--- src/rtl/counter_ctrl_pkg.sv ---
// Shared definitions for the counter control path: debounce FSM state
// encoding and the default debounce depth used by the board-top wrapper.
package counter_ctrl_pkg;

  typedef enum logic [1:0] {
    ST_IDLE  = 2'd0,
    ST_ARM_P = 2'd1,
    ST_HELD  = 2'd2,
    ST_ARM_R = 2'd3
  } btn_state_t;

  localparam int unsigned DEBOUNCE_DEFAULT = 16;

endpackage

--- src/rtl/btn_debounce_ch.sv ---
// One button channel: 2-flop synchroniser, debounce FSM with sample counter,
// and registered level / press / release / busy outputs.
module btn_debounce_ch
  import counter_ctrl_pkg::*;
#(
  parameter int unsigned DEBOUNCE = DEBOUNCE_DEFAULT
) (
  input  logic clk,
  input  logic clear,
  input  logic p,
  output logic level,
  output logic press,
  output logic rel,
  output logic busy
);

  localparam int unsigned CW = $clog2(DEBOUNCE + 1);
  localparam logic [CW-1:0] CNT_LAST = CW'(DEBOUNCE - 1);

  logic          s1, s2;
  btn_state_t    state, state_nxt;
  logic [CW-1:0] cnt, cnt_nxt;
  logic          press_nxt, rel_nxt, level_nxt, busy_nxt;

  always_ff @(posedge clk or posedge clear) begin
    if (clear) begin
      s1 <= 1'b0;
      s2 <= 1'b0;
    end else begin
      s1 <= p;
      s2 <= s1;
    end
  end

  always_ff @(posedge clk or posedge clear) begin
    if (clear) begin
      state <= ST_IDLE;
      cnt   <= '0;
      level <= 1'b0;
      press <= 1'b0;
      rel   <= 1'b0;
      busy  <= 1'b0;
    end else begin
      state <= state_nxt;
      cnt   <= cnt_nxt;
      level <= level_nxt;
      press <= press_nxt;
      rel   <= rel_nxt;
      busy  <= busy_nxt;
    end
  end

  always_comb begin
    state_nxt = state;
    cnt_nxt   = cnt;
    press_nxt = 1'b0;
    rel_nxt   = 1'b0;
    case (state)
      ST_IDLE: begin
        if (s2) begin
          state_nxt = ST_ARM_P;
          cnt_nxt   = CW'(1);
        end
      end
      ST_ARM_P: begin
        if (!s2) begin
          state_nxt = ST_IDLE;
          cnt_nxt   = '0;
        end else if (cnt == CNT_LAST) begin
          state_nxt = ST_HELD;
          cnt_nxt   = '0;
          press_nxt = 1'b1;
        end else begin
          cnt_nxt = cnt + 1'b1;
        end
      end
      ST_HELD: begin
        if (!s2) begin
          state_nxt = ST_ARM_R;
          cnt_nxt   = CW'(1);
        end
      end
      ST_ARM_R: begin
        if (s2) begin
          state_nxt = ST_HELD;
          cnt_nxt   = '0;
        end else if (cnt == CNT_LAST) begin
          state_nxt = ST_IDLE;
          cnt_nxt   = '0;
          rel_nxt   = 1'b1;
        end else begin
          cnt_nxt = cnt + 1'b1;
        end
      end
      default: begin
        state_nxt = ST_IDLE;
        cnt_nxt   = '0;
      end
    endcase
    // Level and busy are decoded from the next state so they register on the
    // same edge as the transition that changes them.
    level_nxt = (state_nxt == ST_HELD) || (state_nxt == ST_ARM_R);
    busy_nxt  = (state_nxt == ST_ARM_P) || (state_nxt == ST_ARM_R);
  end

endmodule

--- src/rtl/btn_debounce_ctrl.sv ---
// Debounces N_BTN raw push-buttons into clean level and press/release pulses
// for the loadable counter's control inputs.
module btn_debounce_ctrl
  import counter_ctrl_pkg::*;
#(
  parameter int unsigned N_BTN      = 4,
  parameter int unsigned DEBOUNCE   = DEBOUNCE_DEFAULT,
  parameter bit          ACTIVE_LOW = 1'b0
) (
  input  logic             clk,
  input  logic             clear,
  input  logic [N_BTN-1:0] btn_raw,
  output logic [N_BTN-1:0] btn_level,
  output logic [N_BTN-1:0] btn_press,
  output logic [N_BTN-1:0] btn_release,
  output logic [N_BTN-1:0] btn_busy
);

  logic [N_BTN-1:0] p;

  assign p = btn_raw ^ {N_BTN{ACTIVE_LOW}};

  for (genvar i = 0; i < N_BTN; i++) begin : g_ch
    btn_debounce_ch #(
      .DEBOUNCE(DEBOUNCE)
    ) u_ch (
      .clk  (clk),
      .clear(clear),
      .p    (p[i]),
      .level(btn_level[i]),
      .press(btn_press[i]),
      .rel  (btn_release[i]),
      .busy (btn_busy[i])
    );
  end

endmodule
--- config.mk ---
export PLATFORM = sky130hd
export DESIGN_NAME = btn_debounce_ctrl
export DESIGN_NICKNAME = d
export VERILOG_FILES = /design/src/rtl/counter_ctrl_pkg.sv /design/src/rtl/btn_debounce_ch.sv /design/src/rtl/btn_debounce_ctrl.sv
export SDC_FILE = /design/constraint.sdc
export NUM_CORES = 1
export LEC_CHECK = 0
export CAP_MARGIN = 20
export CORE_MARGIN = 5
export CORE_UTILIZATION = 50
export CTS_CLUSTER_SIZE = 8
export DETAILED_ROUTE_END_ITERATION = 16
export PLACE_DENSITY_LB_ADDON = 0.08
export SLEW_MARGIN = 20
export SYNTH_ARGS = -nofsm -noshare
export SYNTH_HDL_FRONTEND = slang
export SYNTH_SLANG_ARGS = --single-unit
--- constraint.sdc ---
create_clock -name clk -period 2.72 [get_ports clk]
set_clock_uncertainty 0.15 [all_clocks]
set_input_delay 0.408 -clock clk [delete_from_list [all_inputs] [get_ports clk]]
set_output_delay 0.408 -clock clk [all_outputs]
set_load 0.005 [all_outputs]
==> results of run 1 <==
## sequential cells by signal, summed over array words and instances (netlist names)
| register | cells |
|---|---|
| g_ch.u_ch.press | 4 |
| g_ch.u_ch.rel | 4 |
| g_ch.u_ch.cnt | 20 |
| g_ch.u_ch.s2 | 4 |
| g_ch.u_ch.state | 8 |
| g_ch.u_ch.level | 4 |
| g_ch.u_ch.s1 | 4 |
## layout by cell type (no fill, tap or decap), types with 2 or more instances in the layout
cell | Yosys | layout
a21o_1 | 2 | 2
a31oi_1 | 2 | 2
and2_1 | 2 | 2
and3_1 | 4 | 4
and4b_1 | 3 | 3
clkbuf_8 | 0 | 5
clkdlybuf4s50_1 | 0 | 21
dfrtp_1 | 48 | 48
ha_1 | 4 | 4
inv_1 | 4 | 3
mux2_2 | 6 | 6
mux2_4 | 2 | 2
nand2_1 | 7 | 7
nand3_1 | 12 | 12
nand3b_1 | 2 | 2
nor2_1 | 3 | 3
nor2b_1 | 4 | 4
nor3b_1 | 8 | 8
o211a_1 | 2 | 2
o211ai_1 | 2 | 2
o21a_1 | 6 | 6
o21ai_0 | 8 | 8
o2bb2ai_1 | 3 | 3
xor2_1 | 9 | 9
## Yosys cell counts (2+ instances only)
cell type / instances
nor2_1: 3
and2_1: 2
a21o_1: 2
mux2_4: 2
o21a_1: 6
o21ai_0: 8
nand3_1: 12
a31oi_1: 2
and3_1: 4
xor2_1: 9
nand3b_1: 2
nor2b_1: 4
buf_4: 16
inv_1: 4
o211a_1: 2
nor3b_1: 8
o2bb2ai_1: 3
mux2_2: 6
dfrtp_1: 48
ha_1: 4
o211ai_1: 2
and4b_1: 3
nand2_1: 7
## power breakdown
part	leakage [nW]	total (mW)	internal (mW)	switching (mW)
Clock	0.0552	0.495	0.273	0.222
Sequential	0.629	0.779	0.744	0.0355
Combinational	0.415	0.0984	0.0489	0.0495
Total	1.10	1.37	1.07	0.307
## area by class of cell
type                            count  area share [%]
Sequential cell                    48            51.0
Multi-Input combinational cell    102            31.9
Timing Repair Buffer               22            9.25
Tap cell                           50            2.66
Clock inverter                      2            1.49
Clock buffer                        6            3.08
Inverter                            4           0.638
## per-layer routing
layer  wire [µm]  part of all wire (%)
met2        1400                    46
met3         160                   5.2
met1        1450                    47
met4          53                   1.7
met5           0                     0
## kinds of logic (layout without fill, tap and decap cells)
group,Yosys count,in the layout,synth area share (%)
AOI/OAI and AO/OA,28,28,9.23
xor gates and xnor gates,10,10,4.17
adders and majority gates,4,4,2.38
buffers and inverters,22,34,7.14
DFF,48,48,57.1
muxes,8,8,4.64
and+or+nand+nor,52,52,15.3
## path summary, 6_finish.rpt
check / to / slack [ps] / cells past startpoint
max in group asynchronous: g_ch[3].u_ch.rel$_DFF_PP0_ / 1620 / 3
worst max register to register: g_ch[3].u_ch.state[1]$_DFF_PP0_ / 890 / 4
min in group asynchronous: g_ch[2].u_ch.cnt[0]$_DFFE_PP0P_ / 420 / 3
worst min register to register: g_ch[2].u_ch.s2$_DFF_PP0_ / 210 / 0
worst min-delay path: g_ch[2].u_ch.s2$_DFF_PP0_ / 210 / 0
worst max-delay path: btn_busy[2] / 780 / 1
## stage by stage
step / utilization (%) / total power, mW
finish: 58.4 / 1.37
detailed placement: 55.8 / 0.893
CTS: 58.4 / 1.39
floorplan: - / 0.859
global route: 58.4 / 1.44
global placement: 55.8 / 0.885
==> flow_metrics.env, run 1 <==
export IMPL_status="finished, final reports clean"
export IMPL_port_buffers=21
export IMPL_seq_area_frac_synth_pct=57.1
export IMPL_fin_nets=193
export IMPL_grt_use_met3_pct=4.41
export IMPL_finalCritPeriodShare_pct=71.4
export IMPL_path_clk_slew_ps=80
export IMPL_timing_fmax_mhz=515
export IMPL_synth_top_area_share_pct=57.1
export IMPL_hold_worst_slack_ps=205
export IMPL_insertion_delay_ps=300
export IMPL_met1_usage_pct=16.2
export IMPL_design_core_area_mm2=0.00403
export IMPL_place_ws_ps=917
export IMPL_timing_rr_start="g_ch[3].u_ch.cnt[0]$_DFFE_PP0P_"
export IMPL_rows=23
export IMPL_yosysUniqueCellTypes=36
export IMPL_synth_cells=172
export IMPL_cp_top_family="buffers and inverters"
export IMPL_drc=0
export IMPL_post_cts_resized=0
export IMPL_cp_end_kind="output port"
export IMPL_seqCellArea_mm2=0.00120
export IMPL_place_inst=226
export IMPL_drt_iter0_drc=43
export IMPL_clock_root_buffer="clkbuf_8"
export IMPL_avgSynthCellArea_um2=12.2
export IMPL_yosys_area_top_type="dfrtp_1"
export IMPL_grtUsageMet2_pct=19.1
export IMPL_post_cts_repair_setup_buffers=0
export IMPL_die_h_um=74.8
export IMPL_die_x_um=74.8
export IMPL_grt_max_degree=49
export IMPL_maxSlewHeadroom_pct=62.3
export IMPL_grt_pass1_wl_um=5300
export IMPL_crit_path_start_kind="flip-flop"
export IMPL_floorplan_initialDensity_pct=52.2
export IMPL_io_pins=22
export IMPL_period_minus_slack_ps=1940
export IMPL_synth_edf_count=0
export IMPL_die_area_mm2=0.00560
export IMPL_final_area_mm2=0.00235
export IMPL_holdCritStartpoint="g_ch[2].u_ch.s1$_DFF_PP0_"
export IMPL_worst_slack_ps=777
export IMPL_cap_violations=0
export IMPL_crit_slowest_cell="clkdlybuf4s50_1"
export IMPL_track_usage_pct=12.5
export IMPL_synth_fp_nets=182
export IMPL_drt_first_pass_iters=4
export IMPL_htree_levels=2
export IMPL_drive_gt1_share_pct=11.4
export IMPL_busiest_layer="met2"
export IMPL_crit_type="reg -> out"
export IMPL_power_density_mw_per_mm2=583
export IMPL_hold_viol=0
export IMPL_synthTopCellsByArea="dfrtp_1 (57%), buf_4 (5.7%), xor2_1 (3.8%), mux2_2 (3.2%), nand3_1 (2.9%)"
export IMPL_grt_pass1_vias=1170
export IMPL_leakage_nw=1.10
export IMPL_cp_arrival_ps=1380
export IMPL_path_buf_inv=1
export IMPL_vias_per_cell=5.34
export IMPL_clock_sinks=48
export IMPL_grt_setup_unrepaired="false"
export IMPL_min_path_type="reg -> reg"
export IMPL_cts_buffers=5
export IMPL_instances_no_fill=234
export IMPL_clockBufferDepth=2
export IMPL_routabilityCongestion=0.838
export IMPL_cp_cell_sequence="clkdlybuf4s50_1"
export IMPL_place_area_mm2=0.00225
export IMPL_postSynth_asyncResetShare_pct=100
export IMPL_avgRoutedWirePerCell_um=13.1
export IMPL_report_final_slew_viol_count=0
export IMPL_synth_area_mm2=0.00210
export IMPL_grt_overflow=0
export IMPL_cpPeakStageDelay_ps=560
export IMPL_synth_seq_cells=48
export IMPL_tightestPinTransition_ps=565
export IMPL_hold_buffers=0
export IMPL_ant_nets=0
export IMPL_vias=1250
export IMPL_fillerInstances=343
export IMPL_peakVddDrop_mv=0.334
export IMPL_setup_viol=0
export IMPL_cts_tree="yes"
export IMPL_yosysWarningCount=0
export IMPL_cp_startpoint="g_ch[2].u_ch.state[0]$_DFF_PP0_"
export IMPL_hpwl_um=2100
export IMPL_fin_tns_setup_ps=0
export IMPL_multiInputGateArea_um2=751
export IMPL_syn_to_final_growth_pct=12.0
export IMPL_antenna_found_initial=0
export IMPL_n_antenna_cell=0
export IMPL_synth_flop_cell="dfrtp_1"
export IMPL_wl_um=3060
export IMPL_cp_max_fo=12
export IMPL_required_ps=2160
Note: power is estimated with default switching activity, not from simulation.
==> run 2, diff against run 1 <==
==> constraint.sdc (replaced) <==
create_clock -name clk -period 1.95 [get_ports clk]
set_clock_uncertainty 0.15 [all_clocks]
set_input_delay 0.2925 -clock clk [delete_from_list [all_inputs] [get_ports clk]]
set_output_delay 0.2925 -clock clk [all_outputs]
set_load 0.005 [all_outputs]
==> run 2 against run 1 <==
  * Via count rose by 1.4%
  * Wire length rose by 3.1%
  * Global-route usage rose by 0.47 points
  * Highest routed layer unchanged
==> flow_metrics.env, run 2 (synthesis results as in run 1) <==
export IMPL_post_cts_resized=0
export IMPL_timing_rr_start="g_ch[3].u_ch.cnt[0]$_DFFE_PP0P_"
export IMPL_cp_top_family="buffers and inverters"
export IMPL_rr_worst_depth=4
export IMPL_htree_levels=2
export IMPL_rrSetupSlack_ps=140
export IMPL_vias_per_cell=5.42
export IMPL_grt_overflow=0
export IMPL_final_util_pct=59.1
export IMPL_report_final_slew_viol_count=0
export IMPL_fin_tns_setup_ps=0
export IMPL_grt_setup_unrepaired="false"
export IMPL_peakVddDrop_mv=0.510
export IMPL_cap_violations=0
export IMPL_timing_fmax_mhz=541
export IMPL_power_density_mw_per_mm2=826
export IMPL_largest_reg_flops=20
export IMPL_instances_no_fill=234
export IMPL_post_cts_repair_setup_buffers=0
export IMPL_period_minus_slack_ps=1850
export IMPL_routabilityCongestion=0.754
export IMPL_drt_iter0_drc=76
export IMPL_leakage_nw=1.11
export IMPL_tightestPinTransition_ps=568
export IMPL_hold_buffers=0
export IMPL_ant_nets=0
export IMPL_cts_tree="yes"
export IMPL_drive_gt1_share_pct=12.0
export IMPL_n_antenna_cell=0
export IMPL_status="finished, final reports clean"
export IMPL_crit_path_start_kind="flip-flop"
export IMPL_io_pins=22
export IMPL_cpPeakStageDelay_ps=570
export IMPL_die_x_um=74.8
export IMPL_finalCritPeriodShare_pct=94.8
export IMPL_avgRoutedWirePerCell_um=13.5
export IMPL_top_regs="g_ch.u_ch.cnt x20, g_ch.u_ch.state x8"
export IMPL_clock_sinks=48
export IMPL_drt_first_pass_iters=4
export IMPL_syn_to_final_growth_pct=13.3
export IMPL_wl_um=3150
export IMPL_crit_type="reg -> out"
export IMPL_die_h_um=74.8
export IMPL_place_area_mm2=0.00226
export IMPL_track_usage_pct=13.0
export IMPL_place_inst=226
export IMPL_layout_commonest_cell="dfrtp_1"
export IMPL_port_buffers=21
export IMPL_drc=0
export IMPL_maxSlewHeadroom_pct=62.0
export IMPL_grt_pass1_vias=1293
export IMPL_cp_arrival_ps=1410
export IMPL_clock_root_buffer="clkbuf_8"
export IMPL_die_area_mm2=0.00560
export IMPL_cp_cell_sequence="clkdlybuf4s50_1"
export IMPL_grt_max_degree=49
export IMPL_crit_slowest_cell="clkdlybuf4s50_1"
export IMPL_cts_buffers=5
export IMPL_path_clk_slew_ps=90
export IMPL_final_area_mm2=0.00238
export IMPL_setup_viol=0
export IMPL_required_ps=1510
export IMPL_r2r_end="g_ch[3].u_ch.level$_DFF_PP0_"
export IMPL_hold_viol=0
export IMPL_cp_end_kind="output port"
export IMPL_antenna_found_initial=0
export IMPL_power_total_mw=1.97
export IMPL_vias=1268
export IMPL_rows=23
export IMPL_cp_max_fo=12
export IMPL_fin_nets=193
export IMPL_floorplan_initialDensity_pct=52.2
export IMPL_path_buf_inv=1
export IMPL_insertion_delay_ps=300
export IMPL_grt_pass1_wl_um=5510
export IMPL_final_cell_mix="dfrtp_1 (48), clkdlybuf4s50_1 (21), nand3_1 (12)"
export IMPL_design_core_area_mm2=0.00403
export IMPL_clockBufferDepth=2
export IMPL_hpwl_um=2190
export IMPL_top_register="g_ch.u_ch.cnt"
export IMPL_min_path_type="in -> async"
-- run 2: cell counts in the layout (fill, tap and decap cells not counted) --
No cell type changed its count.
-- run 2: layer usage --
| layer | global-route usage (%) | vias to the layer above | routed length (µm) |
|---|---|---|---|
| met3 | 4.67 | 4 | 112 |
| met2 | 22.5 | 22 | 1660 |
| met4 | 5.73 | 0 | 38 |
| met5 | 0 | - | 0 |
| met1 | 14.2 | 638 | 1340 |
| li1 | - | 604 | - |
-- run 2: tightest hold or removal path: cells and delay by family --
| family | cells | cell delay, ps |
|---|---|---|
| buffers and inverters | 3 | 730 |
-- run 2: worst max-delay path by stage --
stage / slack (ps) / startpoint / depth (start not counted) / end
2_1_floorplan: 240 / g_ch[3].u_ch.cnt[0]$_DFFE_PP0P_ / 5 / g_ch[3].u_ch.level$_DFF_PP0_
3_3_place_gp: 210 / g_ch[3].u_ch.cnt[0]$_DFFE_PP0P_ / 4 / g_ch[3].u_ch.level$_DFF_PP0_
3_5_place_dp: 150 / g_ch[3].u_ch.cnt[0]$_DFFE_PP0P_ / 4 / g_ch[3].u_ch.state[1]$_DFF_PP0_
4_1_cts: 100 / g_ch[2].u_ch.state[0]$_DFF_PP0_ / 1 / btn_busy[2]
5_1_grt: 20 / g_ch[2].u_ch.state[0]$_DFF_PP0_ / 1 / btn_busy[2]
6_report: 100 / g_ch[2].u_ch.state[0]$_DFF_PP0_ / 1 / btn_busy[2]
-- run 2: cell type report --
cell class	count	area (µm²)
Fill cell	343	1650
Sequential cell	48	1200
Multi-Input combinational cell	102	751
Timing Repair Buffer	22	230
Clock buffer	6	82.6
Tap cell	50	62.6
Clock inverter	2	38.8
Inverter	4	15.0
-- run 2: where the power goes --
| part | switching [mW] | leakage [nW] | internal (mW) |
|---|---|---|---|
| Clock | 0.317 | 0.0614 | 0.419 |
| Sequential | 0.0498 | 0.629 | 1.04 |
| Combinational | 0.0718 | 0.419 | 0.0719 |
-- run 2: per-stage QoR --
| stage | hold slack, ps | setup WS (ps) |
|---|---|---|
| 3_3_place_gp | 184 | 213 |
| 6_report | 191 | 101 |
| 4_1_cts | 200 | 97.7 |
| 5_1_grt | 211 | 20.4 |
| 3_5_place_dp | 190 | 149 |
| 2_1_floorplan | 174 | 237 |
